[src/rtl/reg_arb_pkg.sv]
// Shared types and constants for the two-requester register access arbiter.
package reg_arb_pkg;

    localparam int DEFAULT_WIDTH = 256;

    localparam logic RW_READ  = 1'b1;
    localparam logic RW_WRITE = 1'b0;

    typedef enum logic [1:0] {
        IDLE  = 2'd0,
        GRANT = 2'd1,
        RWAIT = 2'd2,
        RESP  = 2'd3
    } arbState_t;

endpackage

[src/rtl/rr_pick2.sv]
// Two-way round-robin pick: on a tie the requester that was not granted last wins.
module rr_pick2 (
    input  logic [1:0] req,
    input  logic       last,
    output logic       grant_idx
);

    always_comb begin
        if (req[0] && req[1]) begin
            grant_idx = ~last;
        end else begin
            grant_idx = req[1];
        end
    end

endmodule

[src/rtl/reg_access_arbiter.sv]
// Arbitrates two requesters onto one register port; every output is registered
// and computed from the value the FSM is about to enter.
module reg_access_arbiter
    import reg_arb_pkg::*;
#(
    parameter int WIDTH = DEFAULT_WIDTH
) (
    input  logic             clk,
    input  logic             reset,
    input  logic             req0,
    input  logic             rw0,
    input  logic [WIDTH-1:0] wdata0,
    output logic             gnt0,
    output logic             rvalid0,
    input  logic             req1,
    input  logic             rw1,
    input  logic [WIDTH-1:0] wdata1,
    output logic             gnt1,
    output logic             rvalid1,
    output logic [WIDTH-1:0] rdata,
    output logic             RegEnable,
    output logic             RegReadWrite,
    output logic [WIDTH-1:0] RegDataIn,
    input  logic [WIDTH-1:0] RegDataOut,
    output logic             busy
);

    arbState_t state, nextState;

    logic lastGnt, curIdx, curRw;
    logic pickIdx;

    logic             nxtGnt0, nxtGnt1, nxtRvalid0, nxtRvalid1;
    logic             nxtRegEnable, nxtRegReadWrite;
    logic             nxtLastGnt, nxtCurIdx, nxtCurRw;
    logic [WIDTH-1:0] nxtRegDataIn, nxtRdata;

    rr_pick2 uPick (
        .req       ({req1, req0}),
        .last      (lastGnt),
        .grant_idx (pickIdx)
    );

    always_comb begin
        nextState       = state;
        nxtGnt0         = 1'b0;
        nxtGnt1         = 1'b0;
        nxtRvalid0      = 1'b0;
        nxtRvalid1      = 1'b0;
        nxtRegEnable    = 1'b0;
        nxtRegReadWrite = RegReadWrite;
        nxtRegDataIn    = RegDataIn;
        nxtRdata        = rdata;
        nxtLastGnt      = lastGnt;
        nxtCurIdx       = curIdx;
        nxtCurRw        = curRw;

        case (state)
            IDLE: begin
                if (req0 || req1) begin
                    nextState       = GRANT;
                    nxtCurIdx       = pickIdx;
                    nxtCurRw        = pickIdx ? rw1 : rw0;
                    nxtRegEnable    = 1'b1;
                    nxtRegReadWrite = pickIdx ? rw1 : rw0;
                    nxtRegDataIn    = pickIdx ? wdata1 : wdata0;
                    nxtGnt0         = ~pickIdx;
                    nxtGnt1         = pickIdx;
                end
            end
            GRANT: begin
                nxtLastGnt = curIdx;
                if (curRw == RW_READ) begin
                    nextState = RWAIT;
                end else begin
                    nextState = IDLE;
                end
            end
            RWAIT: begin
                // The register answers one cycle after the strobe, i.e. now.
                nextState  = RESP;
                nxtRdata   = RegDataOut;
                nxtRvalid0 = ~curIdx;
                nxtRvalid1 = curIdx;
            end
            RESP: begin
                nextState = IDLE;
            end
            default: begin
                nextState = IDLE;
            end
        endcase
    end

    always_ff @(posedge clk) begin
        if (reset) begin
            state        <= IDLE;
            lastGnt      <= 1'b1;
            curIdx       <= 1'b0;
            curRw        <= RW_WRITE;
            gnt0         <= 1'b0;
            gnt1         <= 1'b0;
            rvalid0      <= 1'b0;
            rvalid1      <= 1'b0;
            busy         <= 1'b0;
            RegEnable    <= 1'b0;
            RegReadWrite <= RW_WRITE;
            RegDataIn    <= '0;
            rdata        <= '0;
        end else begin
            state        <= nextState;
            lastGnt      <= nxtLastGnt;
            curIdx       <= nxtCurIdx;
            curRw        <= nxtCurRw;
            gnt0         <= nxtGnt0;
            gnt1         <= nxtGnt1;
            rvalid0      <= nxtRvalid0;
            rvalid1      <= nxtRvalid1;
            busy         <= (nextState != IDLE);
            RegEnable    <= nxtRegEnable;
            RegReadWrite <= nxtRegReadWrite;
            RegDataIn    <= nxtRegDataIn;
            rdata        <= nxtRdata;
        end
    end

endmodule

[config.mk]
export PLATFORM = sky130hd
export DESIGN_NAME = reg_access_arbiter
export DESIGN_NICKNAME = d
export VERILOG_FILES = /design/src/rtl/reg_arb_pkg.sv /design/src/rtl/rr_pick2.sv /design/src/rtl/reg_access_arbiter.sv
export SDC_FILE = /design/constraint.sdc
export NUM_CORES = 1
export LEC_CHECK = 0
export CAP_MARGIN = 10
export CORE_AREA = 4 4 494 496
export CTS_CLUSTER_SIZE = 12
export DETAILED_ROUTE_END_ITERATION = 10
export DIE_AREA = 0 0 498 500
export SLEW_MARGIN = 20
export SYNTH_ARGS = -nofsm -noshare
export SYNTH_HDL_FRONTEND = slang
export SYNTH_SLANG_ARGS = --single-unit
export TNS_END_PERCENT = 50
[constraint.sdc]
create_clock -name clk -period 1.6 [get_ports clk]
set_input_delay 0.32 -clock clk [delete_from_list [all_inputs] [get_ports clk]]
set_output_delay 0.32 -clock clk [all_outputs]
set_load 0.01 [all_outputs]
Word level (Yosys, flattened, before mapping)
Index checks and enable logic that the tools add are counted.
{"block": "word_totals", "latchBits": 0, "in_bits": 774, "mem_bits_rw": 0, "output_inout_bits": 519, "wordCells": 36, "regBits": 523, "rom_bits": 0, "mem_count": 0}
{"block": "classes", "n_shift": 0, "n_lt_le_gt_ge": 0, "n_eq_ne": 3, "n_mul": 0, "bitwise": 6, "muxes": 7, "reduce_logical": 8, "addsub": 0, "n_div": 0}
{"op": "256-bit 2-to-1 mux", "count": 1}
{"op": "2-bit case mux with 4 select lines", "count": 1}
{"op": "1-bit inverter", "count": 6}
{"op": "2-bit equality test, second input constant", "count": 2}
{"op": "2-bit 2-to-1 mux", "count": 2}
{"op": "2-bit OR reduction", "count": 2}
{"op": "1-bit 2-to-1 mux", "count": 3}
{"op": "3-bit OR reduction", "count": 1}
{"op": "2-bit by 1-bit equality test with 1-bit output, second input constant", "count": 1}
{"op": "2-bit zero test", "count": 1}
{"op": "2-bit AND reduction", "count": 1}
{"op": "2-bit nonzero test", "count": 1}
{"op": "1-bit logical AND", "count": 1}
{"op": "1-bit logical OR", "count": 1}

Depth between registers and ports, before layout
Gate-level depths: netlist of the first run.
{"block": "logic_depth", "word_depth": 4, "depth_mapped": 7, "mapped_depth_nobuf": 3}

Modules after synthesis
A second synthesis of the first run with hierarchy kept.
{"block": "hier_totals", "hier_cells": 1999, "area_unflattened_um2": 20324.5}
{"mod": "reg_access_arbiter", "cells_per_inst": 1998, "area_per_inst_um2": 20313.2, "n_inst": 1}
{"mod": "rr_pick2", "cells_per_inst": 1, "area_per_inst_um2": 11.3, "n_inst": 1}

Least setup slack after synthesis of the first run
Ideal clock, no wire load.
{"block": "synth_path", "path_kind": "input -> register", "startpoint": "input port req1", "endpoint": "register RegDataIn[30]", "setup_time_ns": 0.089, "path_slack_ns": 0.100, "arrival_ns": 1.411, "cell_stages": 7, "cell_sequence": "or2_1 > buf_6 > and2_1 > buf_2 > buf_6 > buf_6 > a311oi_2"}
{"block": "synth_via", "elab_chain_cells": 3}
{"element": "start: declaration", "line": "reg_access_arbiter.sv:15", "source": "input logic req1,"}
{"element": "1-bit logical AND", "line": "rr_pick2.sv:9", "source": "if (req[0] && req[1]) begin"}
{"element": "1-bit 2-to-1 mux", "line": "rr_pick2.sv:9"}
{"element": "256-bit 2-to-1 mux", "line": "reg_access_arbiter.sv:66", "source": "nxtRegDataIn = pickIdx ? wdata1 : wdata0;"}
{"element": "end signal: assignment", "line": "reg_access_arbiter.sv:122", "source": "RegDataIn <= nxtRegDataIn;"}
{"element": "end: declaration", "line": "reg_access_arbiter.sv:23", "source": "output logic [WIDTH-1:0] RegDataIn,"}
Several ways; a longest one is shown, not always the timed one.
A chain may end at the register's enable or synchronous reset.

Final worst setup path of the first run
{"block": "layout_path", "startpoint": "input port req0", "endpoint": "register RegDataIn[72]"}
{"block": "layout_via", "elab_chain_cells": 3}
{"element": "start: declaration", "line": "reg_access_arbiter.sv:10", "source": "input logic req0,"}
{"element": "1-bit logical AND", "line": "rr_pick2.sv:9"}
{"element": "1-bit 2-to-1 mux", "line": "rr_pick2.sv:9"}
{"element": "256-bit 2-to-1 mux", "line": "reg_access_arbiter.sv:66"}
Several ways; a longest one is shown, not always the timed one.

==> impl_metrics.json, run 1 <==
{
  "violations": "setup timing",
  "yosys_warnings": 0,
  "hp-start": "reset",
  "fmax_mhz": 617,
  "wire_per_inst_um": 28.0,
  "yosysSeqAreaShare_pct": 47.6,
  "hold_buffers": 0,
  "area_growth_pct": 90.1,
  "drt-total-wl_um": 200000,
  "reg2reg_slack_ps": 10,
  "grt_overflow": 0,
  "coreArea_um2": 240000,
  "path_clk_slew_ps": 70,
  "whs_path_depth": 3,
  "drive_gt1_share_pct": 32.2,
  "irDropWorstVdd_v": 0.000620,
  "synth_fp_nets": 3375,
  "grt_pass1_wl_um": 253000,
  "r2r_cells": 5,
  "period_share_pct": 101,
  "antenna_found_initial": 153,
  "grt_max_degree": 80,
  "grt-busiest-layer": "met2",
  "cp.arrival_ps": 2220,
  "cts_tree": "done",
  "end_kind": "flop",
  "rsz0062_at_grt": "yes",
  "leakage_uw": 0.0153,
  "root_buffer": "clkbuf_16",
  "globalRouteMet1Util_pct": 16.6,
  "fin_area_um2": 41800,
  "ys_ff_latch": 523,
  "post-synth-top-area-cell": "dfxtp_1",
  "cts_max_path_buffers": 3,
  "place_area_um2": 39700,
  "slew_viol_final": 0,
  "grt_pass1_vias": 25700,
  "maxSlewHeadroom_pct": 72.7,
  "required_ps": 2200,
  "powerDensity_nw_per_um2": 998,
  "final-hold-violation-count": 0,
  "cts_max_level": 3,
  "ys_top_cells_by_area": "dfxtp_1 (48%), nand2_1 (18%), a311oi_2 (16%)",
  "use_met2_pct": 25.4,
  "synth_area_um2": 22000,
  "rr_endpoint": "RegDataIn[72]$_SDFFE_PP0P_",
  "vias": 25900,
  "grt_usage_pct": 15.2,
  "synth_top_area_share_pct": 47.6,
  "cts_buffers": 69,
  "portBuffers": 1292,
  "setup_violations": 4,
  "power_uw": 41700,
  "hp-class": "input pin to flop",
  "crit_path_max_fanout": 43,
  "finalClockSkew_ps": 37.9,
  "tightest_slew_ps": 410,
  "grtUsageMet3_pct": 8.38,
  "fp-row-count": 180,
  "route.detailed.drc": 0,
  "clk_latency_ps": 700,
  "cp-start-kind": "input pin",
  "run_status": "finished with violations",
  "path_delay_family": "buffers and inverters",
  "critPathSlowestCell": "clkdlybuf4s50_1",
  "cts_sinks": 523,
  "drt_iter0_drc": 2106,
  "hpwl_um": 171000,
  "crit_chain": "clkdlybuf4s50_1 -> buf_4 -> a21boi_4 -> buf_12 -> buf_16 -> nand2_1 -> a311oi_2",
  "gp_congestion": 0.905,
  "postSynthCellCount": 2601,
  "rr_startpoint": "lastGnt$_SDFFE_PP1N_",
  "initial_utilization_pct": 9.17,
  "fin_crit_ps": 1620,
  "dieHeight_um": 500,
  "syn_area_per_cell_um2": 8.45,
  "io_pins": 1293,
  "min_to": "rdata[197]$_SDFFE_PP0P_",
  "first_pass_iters": 8,
  "critical_path.max_stage_delay_ps": 520,
  "die_w_um": 498,
  "setup_slack_ps": -21.0,
  "fin_nets": 4660,
  "tns_ps": -35.6,
  "die_area_um2": 249000,
  "cap_violations": 0,
  "worstPathBufferInverterCount": 4,
  "via_per_inst": 3.63,
  "ys_types": 23,
  "drt.antenna.violating_nets": 0,
  "crit_type": "input pin to flop"
}
-- report_power, final --
| part | total, µW | switching [µW] | internal (µW) | leakage [µW] |
|---|---|---|---|---|
| sequential | 15000 | 843 | 14100 | 0.00437 |
| clock | 15900 | 6860 | 9010 | 0.00111 |
| combinational | 10800 | 5640 | 5200 | 0.00985 |
| total | 41700 | 13300 | 28400 | 0.0153 |
-- layer usage --
layer / part of all wire, % / wire length [µm]
met5: 0.33 / 654
met1: 38 / 75600
met2: 46 / 92800
met3: 12 / 25000
met4: 3.2 / 6360
-- Yosys cell counts --
cell type,instances
dfxtp_1,523
and2_1,1
a31oi_1,1
buf_2,54
nor2_4,1
buf_1,7
a21boi_2,1
a311oi_1,27
nand3_1,1
a21bo_1,2
a211o_1,1
nor3b_1,1
nor2b_1,3
buf_4,1
buf_6,27
or2_1,1
clkbuf_1,170
nor3_1,3
a21oi_1,516
a311oi_2,230
nand2b_1,1
nand2_1,1028
nor2_1,1
-- what timing repair did --
item                        CTS  global route
gates resized for setup    1878           343
buffers inserted              5            15
setup endpoints to repair   607           565
pin swaps                     0             9
cloned                        0            10
-- worst max path at each step --
stage | from | end | slack [ps] | cells after the start
2_1_floorplan | req1 | RegDataIn[30]$_SDFFE_PP0P_ | 100 | 7
3_3_place_gp | req0 | gnt1$_SDFF_PP0_ | -1380 | 6
3_5_place_dp | req0 | gnt1$_SDFF_PP0_ | -1350 | 6
4_1_cts | rdata[156]$_SDFFE_PP0P_ | rdata[156] | -110 | 1
5_1_grt | curRw$_SDFFE_PP0P_ | RegReadWrite | -60 | 1
6_report | req0 | RegDataIn[72]$_SDFFE_PP0P_ | -20 | 7
-- worst min-delay path, stage by stage --
cell     delay (ps)
buf_8           160
buf_4           170
a21oi_1          40
-- flip-flops by register name (all words and copies together) (netlist names) --
signal     flops
lastGnt        1
curRw          1
rvalid1        1
RegDataIn    256
gnt1           1
gnt0           1
rdata        256
rvalid0        1
state          2
busy           1
curIdx         1
RegEnable      1
-- stage by stage --
stage	worst slack, ps	hold WS, ps	instances	utilization [%]
final	-21.0	67.0	7152	17.4
after global routing	-63.4	58.2	7126	17.4
after CTS	-114	21.5	7094	17.2
after detailed placement	-1350	446	6972	16.6
after global placement	-1380	441	6972	16.6
after floorplan	100	436	2601	-
-- final cells by class --
cell class | instances | area [µm²]
Sequential cell | 523 | 10800
Tap cell | 3185 | 3990
Clock buffer | 93 | 1990
Antenna cell | 34 | 85.1
Clock inverter | 25 | 278
Timing Repair Buffer | 1473 | 14300
Fill cell | 27000 | 198000
Multi-Input combinational cell | 1819 | 10300
-- cells in the final DEF (no fill, tap or decap), types with 81 or more instances in the layout --
cell	instances
a311oi_2	231
buf_12	81
a21oi_1	514
buf_6	128
clkbuf_2	91
clkbuf_16	81
nand2_1	1027
buf_4	170
dfxtp_2	180
buf_2	197
dfxtp_1	309
clkdlybuf4s50_1	772
-- cells by family (layout without fill, tap and decap cells) --
| group | Yosys count | after routing | share of synthesized area, % |
|---|---|---|---|
| AOI/OAI and AO/OA | 778 | 778 | 28.8 |
| buffers and inverters | 259 | 1591 | 5.67 |
| DFF | 523 | 523 | 47.6 |
| other | 0 | 34 | 0 |
| and+or+nand+nor | 1041 | 1041 | 17.9 |
Power figures use the tool's default switching activity.
==> run 2: changes to the inputs <==
==> constraint.sdc (replaced) <==
create_clock -name clk -period 1.6 [get_ports clk]
set_input_delay 0.24 -clock clk [delete_from_list [all_inputs] [get_ports clk]]
set_output_delay 0.24 -clock clk [all_outputs]
set_load 0.01 [all_outputs]
==> run 2 against run 1 <==
The run still ends with setup timing left. Flip-flop and latch count unchanged. Largest cell class unchanged. Hold slack gained 36 ps. Critical path depth stayed put. Sequential power hardly changed. Critical path type unchanged. Combinational power about the same. Clock power is essentially flat. Cell area about the same. Die area is the same. Via count fell by 0.17%.
==> impl_metrics.json, run 2 (same netlist as run 1, synthesis figures left out) <==
{
  "grt_pass1_wl_um": 250000,
  "fin_nets": 4650,
  "die_area_um2": 249000,
  "coreArea_um2": 240000,
  "setup_slack_ps": -29.5,
  "cts_max_path_buffers": 3,
  "wire_per_inst_um": 28.0,
  "grt_max_degree": 76,
  "finalClockSkew_ps": 26.2,
  "run_status": "finished with violations",
  "area_growth_pct": 90.2,
  "hpwl_um": 171000,
  "fin_crit_ps": 1630,
  "first_pass_iters": 5,
  "hp-class": "input pin to flop",
  "tightest_slew_ps": 389,
  "fmax_mhz": 614,
  "cp.arrival_ps": 2220,
  "crit_path_max_fanout": 25,
  "layout_common_cells": "nand2_1 (1023), clkdlybuf4s50_1 (772), a21oi_1 (486)",
  "end_kind": "flop",
  "gp_congestion": 0.909,
  "via_per_inst": 3.63,
  "cts_max_level": 3,
  "required_ps": 2190,
  "powerDensity_nw_per_um2": 988,
  "vias": 25900,
  "route.detailed.drc": 0,
  "tns_ps": -420,
  "maxSlewHeadroom_pct": 74.0,
  "hp-start": "RegDataOut[5]",
  "drive_gt1_share_pct": 26.9,
  "die_w_um": 498,
  "hold_slack_ps": 103,
  "top_regs": "RegDataIn: 256 flops, rdata: 256 flops, state: 2 flops",
  "grt_pass1_vias": 25300,
  "leakage_uw": 0.0150,
  "cp-start-kind": "input pin",
  "seq_power_share_pct": 36.0,
  "slew_viol_final": 0,
  "antenna_found_initial": 147,
  "fin_util_pct": 17.4,
  "pre_cts_ws_ps": -1010,
  "crit_type": "input pin to flop",
  "final-hold-violation-count": 0,
  "drt_iter0_drc": 2082,
  "dieHeight_um": 500,
  "fp-row-count": 180,
  "rsz0062_at_grt": "yes",
  "portBuffers": 1292,
  "period_share_pct": 102,
  "power_uw": 41300,
  "violations": "setup timing",
  "cts_sinks": 523,
  "layout_commonest_cell": "nand2_1",
  "rr_startpoint": "state[0]$_SDFF_PP0_",
  "setup_violations": 25,
  "grt_overflow": 0,
  "cts_tree": "done",
  "clk_latency_ps": 690,
  "clockPowerShare_pct": 37.9,
  "power_switching_uw": 13400,
  "irDropWorstVdd_v": 0.000612,
  "critPathLaunch": "req0",
  "drt-total-wl_um": 200000,
  "p_comb_share_pct": 26.1,
  "grt_usage_pct": 15.1,
  "cap_violations": 0,
  "sw_frac_of_total_pct": 32.3,
  "io_pins": 1293,
  "drt.antenna.violating_nets": 0,
  "fillCellCount": 26900,
  "root_buffer": "clkbuf_16",
  "path_clk_slew_ps": 60,
  "cts_buffers": 67,
  "initial_utilization_pct": 9.17,
  "p_int_uw": 28000
}
-- run 2: worst paths after layout --
kind,endpoint,slack (ps),depth (start not counted)
max,RegDataIn[82]$_SDFFE_PP0P_,-30,7
max reg2reg,RegDataIn[31]$_SDFFE_PP0P_,-30,6
min reg2reg,rdata[121]$_SDFFE_PP0P_,450,2
min,rdata[5]$_SDFFE_PP0P_,100,3
-- run 2: stage by stage --
stage,instance area (µm²),std cells
6_report,41800,7133
5_1_grt,41800,7115
4_1_cts,41200,7094
3_5_place_dp,39400,6973
3_3_place_gp,39400,6973
2_1_floorplan,22000,2601
-- run 2: critical path, cell delays in order --
cell	delay, ps
clkdlybuf4s50_1	570
buf_4	240
a21boi_4	190
buf_12	250
clkbuf_16	280
nand2_1	90
a311oi_2	270
-- run 2: cell type report --
type                            instances  area [µm²]  share of cell area [%]
Clock inverter                         26         299                   0.715
Tap cell                             3185        3990                    9.53
Timing Repair Buffer                 1465       14500                    34.7
Clock buffer                           90        1910                    4.58
Antenna cell                           25        62.6                   0.150
Sequential cell                       523       10600                    25.4
Multi-Input combinational cell       1819       10400                    25.0
-- run 2: what timing repair did --
action | in CTS | in global routing
endpoints found under the hold margin | 13 | 0
resized for setup | 1560 | 98
cloned | 0 | 14
hold buffers | 1 | 0
endpoints found under the setup margin | 699 | 293
pin swaps | 2 | 32
setup buffers | 4 | 0
-- run 2: power by group through the flow --
stage	Sequential [µW]	Combinational (µW)	Clock, µW
floorplan	15300	3610	0
global placement	15100	10900	0
detailed placement	15100	10900	0
CTS	14800	10600	16300
global route	15000	11400	16700
finish	14900	10800	15700
-- run 2: metal layers --
metal	wire [µm]	track usage [%]	share of wire, %
met5	678	0	0.34
met4	6160	4.14	3.1
met3	25400	8.24	13
met2	93300	25.3	47
met1	74600	16.5	37
